### src/rtl/mont_exit_reducer_if.sv
// Handshake bundle for mont_exit_reducer.
//   in_valid/in_ready/X    : operand channel (master -> slave)
//   out_valid/out_ready/O  : result channel  (slave -> master)
//   busy                   : slave is not idle
// slave modport is the reducer side; master modport is the producer/consumer.
interface mont_exit_reducer_if #(
  parameter int unsigned BIT_LEN = 256
);
  logic               in_valid;
  logic               in_ready;
  logic [BIT_LEN-1:0] X;
  logic               out_valid;
  logic               out_ready;
  logic [BIT_LEN-1:0] O;
  logic               busy;

  modport slave (
    input  in_valid, X, out_ready,
    output in_ready, out_valid, O, busy
  );

  modport master (
    output in_valid, X, out_ready,
    input  in_ready, out_valid, O, busy
  );
endinterface

### src/rtl/mont_exit_reducer.sv
// mont_exit_reducer: converts a value out of the Montgomery domain,
// O = X * 2^-BIT_LEN mod P, using an iterative multiplier-free REDC that
// retires BITS_PER_CYCLE bit-steps per clock.
// Ports:
//   clk    - system clock, rising edge
//   reset  - asynchronous, active-low reset
//   bus    - slave side of mont_exit_reducer_if: X accepted on
//            in_valid&in_ready, O delivered on out_valid&out_ready, busy
//            high whenever not idle.
// BITS_PER_CYCLE must be 1, 2 or 4 and divide BIT_LEN; P must be odd.
module mont_exit_reducer #(
  parameter int unsigned        BIT_LEN        = 256,
  parameter int unsigned        BITS_PER_CYCLE = 1,
  parameter logic [BIT_LEN-1:0] P              =
    256'd104899928942039473597645237135751317405745389583683433800060134911610808289117
) (
  input logic                clk,
  input logic                reset,
  mont_exit_reducer_if.slave bus
);

  localparam int unsigned CNT_W = $clog2(BIT_LEN + 1);
  localparam logic [CNT_W-1:0] CNT_STEP = CNT_W'(BITS_PER_CYCLE);
  localparam logic [CNT_W-1:0] CNT_LAST = CNT_W'(BIT_LEN - BITS_PER_CYCLE);
  localparam logic [BIT_LEN:0]   P_EXT  = {1'b0, P};
  localparam logic [BIT_LEN+1:0] P_EXT2 = {2'b00, P};

  typedef enum logic [1:0] {
    IDLE,
    ITERATE,
    CORRECT,
    DONE
  } state_t;

  state_t             state;
  logic [BIT_LEN:0]   acc;
  logic [BIT_LEN:0]   acc_next;
  logic [BIT_LEN:0]   acc_sub;
  logic [BIT_LEN+1:0] step_sum;
  logic [CNT_W-1:0]   cnt;
  logic               in_ready_r;
  logic               out_valid_r;
  logic               busy_r;
  logic [BIT_LEN-1:0] o_r;

  // Chained REDC steps: make acc even by adding P when odd, then halve.
  // The sum is formed one bit wider than acc so the carry survives the shift.
  always_comb begin
    acc_next = acc;
    step_sum = '0;
    for (int unsigned i = 0; i < BITS_PER_CYCLE; i++) begin
      step_sum = {1'b0, acc_next} + (acc_next[0] ? P_EXT2 : '0);
      acc_next = step_sum[BIT_LEN+1:1];
    end
  end

  // Final acc is at most P, so one conditional subtract lands in [0, P-1].
  assign acc_sub = acc - P_EXT;

  always_ff @(posedge clk or negedge reset) begin
    if (!reset) begin
      state       <= IDLE;
      acc         <= '0;
      cnt         <= '0;
      in_ready_r  <= 1'b1;
      out_valid_r <= 1'b0;
      busy_r      <= 1'b0;
      o_r         <= '0;
    end else begin
      unique case (state)
        IDLE: begin
          if (bus.in_valid) begin
            acc        <= {1'b0, bus.X};
            cnt        <= '0;
            in_ready_r <= 1'b0;
            busy_r     <= 1'b1;
            state      <= ITERATE;
          end
        end
        ITERATE: begin
          acc <= acc_next;
          cnt <= cnt + CNT_STEP;
          if (cnt == CNT_LAST) begin
            state <= CORRECT;
          end
        end
        CORRECT: begin
          o_r         <= (acc >= P_EXT) ? acc_sub[BIT_LEN-1:0] : acc[BIT_LEN-1:0];
          out_valid_r <= 1'b1;
          state       <= DONE;
        end
        DONE: begin
          if (bus.out_ready) begin
            out_valid_r <= 1'b0;
            in_ready_r  <= 1'b1;
            busy_r      <= 1'b0;
            state       <= IDLE;
          end
        end
        default: begin
          state <= IDLE;
        end
      endcase
    end
  end

  assign bus.in_ready  = in_ready_r;
  assign bus.out_valid = out_valid_r;
  assign bus.busy      = busy_r;
  assign bus.O         = o_r;

endmodule

### src/flat_wrapper.sv
// flat-port wrapper written by rule: the top's interface ports become plain ports
module mont_exit_reducer_flat 
#(
  parameter int unsigned        BIT_LEN        = 256,
  parameter int unsigned        BITS_PER_CYCLE = 1,
  parameter logic [BIT_LEN-1:0] P              =
    256'd104899928942039473597645237135751317405745389583683433800060134911610808289117
)
  (clk, reset, bus_in_valid, bus_X, bus_out_ready, bus_in_ready, bus_out_valid, bus_O, bus_busy);
  mont_exit_reducer_if #(.BIT_LEN(BIT_LEN)) bus_i ();
  input logic clk;
  input logic reset;
  input wire logic [$bits(bus_i.in_valid)-1:0] bus_in_valid;
  input wire logic [$bits(bus_i.X)-1:0] bus_X;
  input wire logic [$bits(bus_i.out_ready)-1:0] bus_out_ready;
  output wire logic [$bits(bus_i.in_ready)-1:0] bus_in_ready;
  output wire logic [$bits(bus_i.out_valid)-1:0] bus_out_valid;
  output wire logic [$bits(bus_i.O)-1:0] bus_O;
  output wire logic [$bits(bus_i.busy)-1:0] bus_busy;
  assign bus_i.in_valid = bus_in_valid;
  assign bus_i.X = bus_X;
  assign bus_i.out_ready = bus_out_ready;
  assign bus_in_ready = bus_i.in_ready;
  assign bus_out_valid = bus_i.out_valid;
  assign bus_O = bus_i.O;
  assign bus_busy = bus_i.busy;
  mont_exit_reducer #(.BIT_LEN(BIT_LEN), .BITS_PER_CYCLE(BITS_PER_CYCLE), .P(P)) u_core (.clk(clk), .reset(reset), .bus(bus_i));
endmodule
### config.mk
export PLATFORM = sky130hd
export DESIGN_NAME = mont_exit_reducer_flat
export DESIGN_NICKNAME = d
export VERILOG_FILES = /design/src/rtl/mont_exit_reducer_if.sv /design/src/rtl/mont_exit_reducer.sv /design/src/flat_wrapper.sv
export SDC_FILE = /design/constraint.sdc
export NUM_CORES = 2
export LEC_CHECK = 0
export BUFFER_PORTS_ARGS = -buffer_cell sky130_fd_sc_hd__clkbuf_2
export CAP_MARGIN = 20
export CORE_MARGIN = 3
export CORE_UTILIZATION = 50
export CTS_CLUSTER_SIZE = 20
export DETAILED_ROUTE_END_ITERATION = 6
export PLACE_DENSITY_LB_ADDON = 0.15
export SLEW_MARGIN = 20
export SYNTH_ARGS = -nofsm -noshare
export SYNTH_HDL_FRONTEND = slang
export SYNTH_SLANG_ARGS = --single-unit
### constraint.sdc
create_clock -name clk -period 7.3 [get_ports clk]
set_clock_uncertainty 0.05 [all_clocks]
set_input_delay 0.73 -clock clk [delete_from_list [all_inputs] [get_ports clk]]
set_output_delay 0.73 -clock clk [all_outputs]
set_load 0.005 [all_outputs]
==> results.py <==
metrics = {
    "power": {
        "ir_drop_mv": 0.3557,
        "fin_total_pwr_w": 0.03127,
        "power.density_mw_per_mm2": 571.2,
        "leakage_nw": 21.30,
    },
    "cts": {
        "clock_sinks": 527,
        "clkLatencyLatePin_ns": 0.66,
        "cts_tree": "built",
        "cts_resized": 0,
        "clkTransAtPathRegs_ns": 0.07,
        "hold_buffers": 0,
        "cts-root-buf": "clkbuf_16",
        "clock_path_buffers": 3,
        "cts_post_setup_buffers_inserted": 0,
        "htreeDepth": 3,
        "cts_made_buffers": 67,
    },
    "synthesis": {
        "syn_nets": 7047,
        "ys_warn_count": 0,
        "synth_cells": 6647,
        "ys_top_cells_by_area": "dfrtp_1 (27%), a21oi_1 (7.3%), nor2_1 (6.3%), o21ai_0 (5.1%), xnor2_1 (5.0%)",
        "synth_cell_types": 107,
        "synth_edf_count": 0,
        "synth_area_sq_mm": 0.04889,
        "synth_top_area_share_pct": 26.92,
        "synth.most_common_cell": "nor2_1",
        "syn_avg_cell_area_sq_um": 7.355,
        "async_flop_share_pct": 100.0,
        "yosysSeqAreaShare_pct": 26.98,
        "yosys-top-cells-count": "nor2_1 (824), a21oi_1 (712), dfrtp_1 (526)",
        "synth_largest_area_cell": "dfrtp_1",
        "synth_seq_cells": 527,
        "synth_ff_type": "dfrtp_1",
    },
    "sta": {
        "tns_ns": 0,
        "slew_headroom_pct": 5.553,
        "period_needed_ns": 6.486,
        "worst_slack_ns": 0.8140,
        "slew_viol_final": 0,
        "fin_worst_hold_slack_ns": 0.06767,
        "max_freq_ghz": 0.1542,
        "hold_viol": 0,
        "rsz0062_at_grt": "false",
        "period_share_pct": 88.85,
        "worstMarginPinSlew_ns": 1.408,
        "finalSetupViolCount": 0,
    },
    "floorplan": {
        "die_area_sq_mm": 0.1016,
        "start_util_pct": 50.48,
        "ios": 519,
        "die-width_um": 318.7,
        "num_rows": 114,
        "coreArea_sq_mm": 0.09685,
        "die_h_um": 318.7,
    },
    "drt": {
        "vias": 58310,
        "antenna_left": 0,
        "viasPerCell": 7.118,
        "dr.pass1.iters": 7,
        "drc": 7,
        "drt-initial-drc-count": 9796,
        "routed_wl_um": 250100,
        "wl_per_cell_um": 30.53,
    },
    "placement": {
        "pre_cts_ws_ns": 1.272,
        "dpl.hpwl_um": 192300,
        "io_buffers": 518,
        "gp_congestion": 1.084,
    },
    "grt": {
        "top_usage_layer": "met2",
        "met2_usage_pct": 69.16,
        "grt-ovfl-total": 0,
        "use_met1_pct": 61.69,
        "antenna_found_initial": 3,
        "grt_pass1_vias": 54260,
        "grt_max_degree": 159,
        "grt_pass1_wl_um": 363500,
        "grt_usage_pct": 47.06,
        "use_met3_pct": 13.47,
    },
    "cells_and_area": {
        "drive_gt1_share_pct": 12.89,
        "final_util_pct": 56.52,
        "nets": 7261,
        "synthToLayoutAreaGrowth_pct": 11.97,
    },
    "setup_path": {
        "path_cells": "nor4_1, nor4b_1, nand3_1, nor3_1, a22oi_1, a21oi_1, a211oi_1, buf_4, o21ai_2, a21o_4, buf_4, nand3_1, xnor2_1, a21oi_1",
        "crit_fanout": 20,
        "endpoint": "u_core.bus.O[97]",
        "worstSetupStartpointType": "flop",
        "reg2reg_depth": 14,
        "rrSetupSlack_ns": 0.81,
        "r2r_start": "u_core.acc[103]",
        "cp-end-kind": "flop",
        "cp.arrival_ns": 6.92,
        "critical_path_class": "reg2reg",
        "critPathSlowestCell": "nor4b_1",
        "slowest_delay_ns": 0.97,
        "timing.rr.end": "u_core.bus.O[97]",
        "cp.required_ns": 7.73,
        "crit_start": "u_core.acc[103]",
    },
    "job": {
        "max_cap_violations": 0,
    },
    "hold_path": {
        "holdCritPathClass": "in2async",
    },
    "run_status": {
        "status": "finished with violations",
        "violations": "design-rule violations",
    },
}
[flip-flops by register name, summed over array words and instances, names as in the netlist]
name / count
u_core.acc: 257
u_core.bus.O: 256
u_core.bus.busy: 1
u_core.bus.in_ready: 1
u_core.bus.out_valid: 1
u_core.cnt: 9
u_core.state: 2
[cell usage in the layout, fill, tap and decap left out, drive strengths merged, types with 113 or more instances in the layout]
master	instances
a21o	113
a21oi	714
a22oi	163
and3	117
buf	125
clkbuf	606
dfrtp	526
ha	140
inv	113
nand2	518
nand3	235
nand4	202
nor2	825
nor3	174
o21ai	509
xnor2	279
xor2	211
[through the flow]
step           std cells  area [sq um]
4_1_cts             8187         54720
3_5_place_dp        8068         52310
5_1_grt             8187         54730
2_1_floorplan       6647         48890
6_report            8192         54740
3_3_place_gp        8068         52310
[critical path, delay by kind of cell, from the launching register on]
| kind | cells | cell delay, ns |
|---|---|---|
| and+or+nand+nor | 5 | 2.51 |
| AOI/OAI and AO/OA | 6 | 2.01 |
| buffers and inverters | 2 | 0.66 |
| xor gates and xnor gates | 1 | 0.41 |
| DFF | 1 | 0.60 |
[layout make-up]
type                            count  area, sq um
Inverter                          111        416.7
Fill cell                        9309        42110
Multi-Input combinational cell   5512        33470
Clock buffer                       89         1974
Clock inverter                     30        435.4
Tap cell                         1276         1597
Sequential cell                   527        13190
Antenna cell                        5        12.51
Timing Repair Buffer              642         3646
[worst min-delay path by stage]
| stage | startpoint | depth (start not counted) | end | slack [ns] |
|---|---|---|---|---|
| final | reset | 1 | u_core.bus.O[112] | 0.07 |
| after global routing | reset | 1 | u_core.bus.O[105] | 0.14 |
| after CTS | reset | 1 | u_core.bus.O[112] | 0.08 |
| after detailed placement | u_core.bus.O[237] | 1 | u_core.bus.O[237] | 0.43 |
| after global placement | u_core.bus.O[237] | 1 | u_core.bus.O[237] | 0.42 |
| after floorplan | reset | 0 | u_core.acc[0] | 0.38 |
[where the power goes]
part | internal, W | total (W) | switching, W
Clock | 0.00226 | 0.00374 | 0.00148
Combinational | 0.00681 | 0.0200 | 0.0132
Sequential | 0.00437 | 0.00749 | 0.00313
[layer usage]
layer	vias up	part of all wire (%)
li1	25040	-
met1	27630	38
met2	4714	41
met3	927	14
met4	4	7.4
met5	-	0.038
[cells by family (layout without fill, tap and decap cells)]
| family | Yosys count | after routing | synth area share [%] |
|---|---|---|---|
| DFF | 527 | 527 | 26.98 |
| other | 0 | 5 | 0 |
| xor gates and xnor gates | 490 | 490 | 8.778 |
| muxes | 11 | 11 | 0.2354 |
| adders and majority gates | 140 | 140 | 3.583 |
| and+or+nand+nor | 2634 | 2634 | 27.01 |
| buffers and inverters | 608 | 872 | 4.793 |
| AOI/OAI and AO/OA | 2237 | 2237 | 28.63 |
Note: power is estimated with default switching activity, not from simulation.
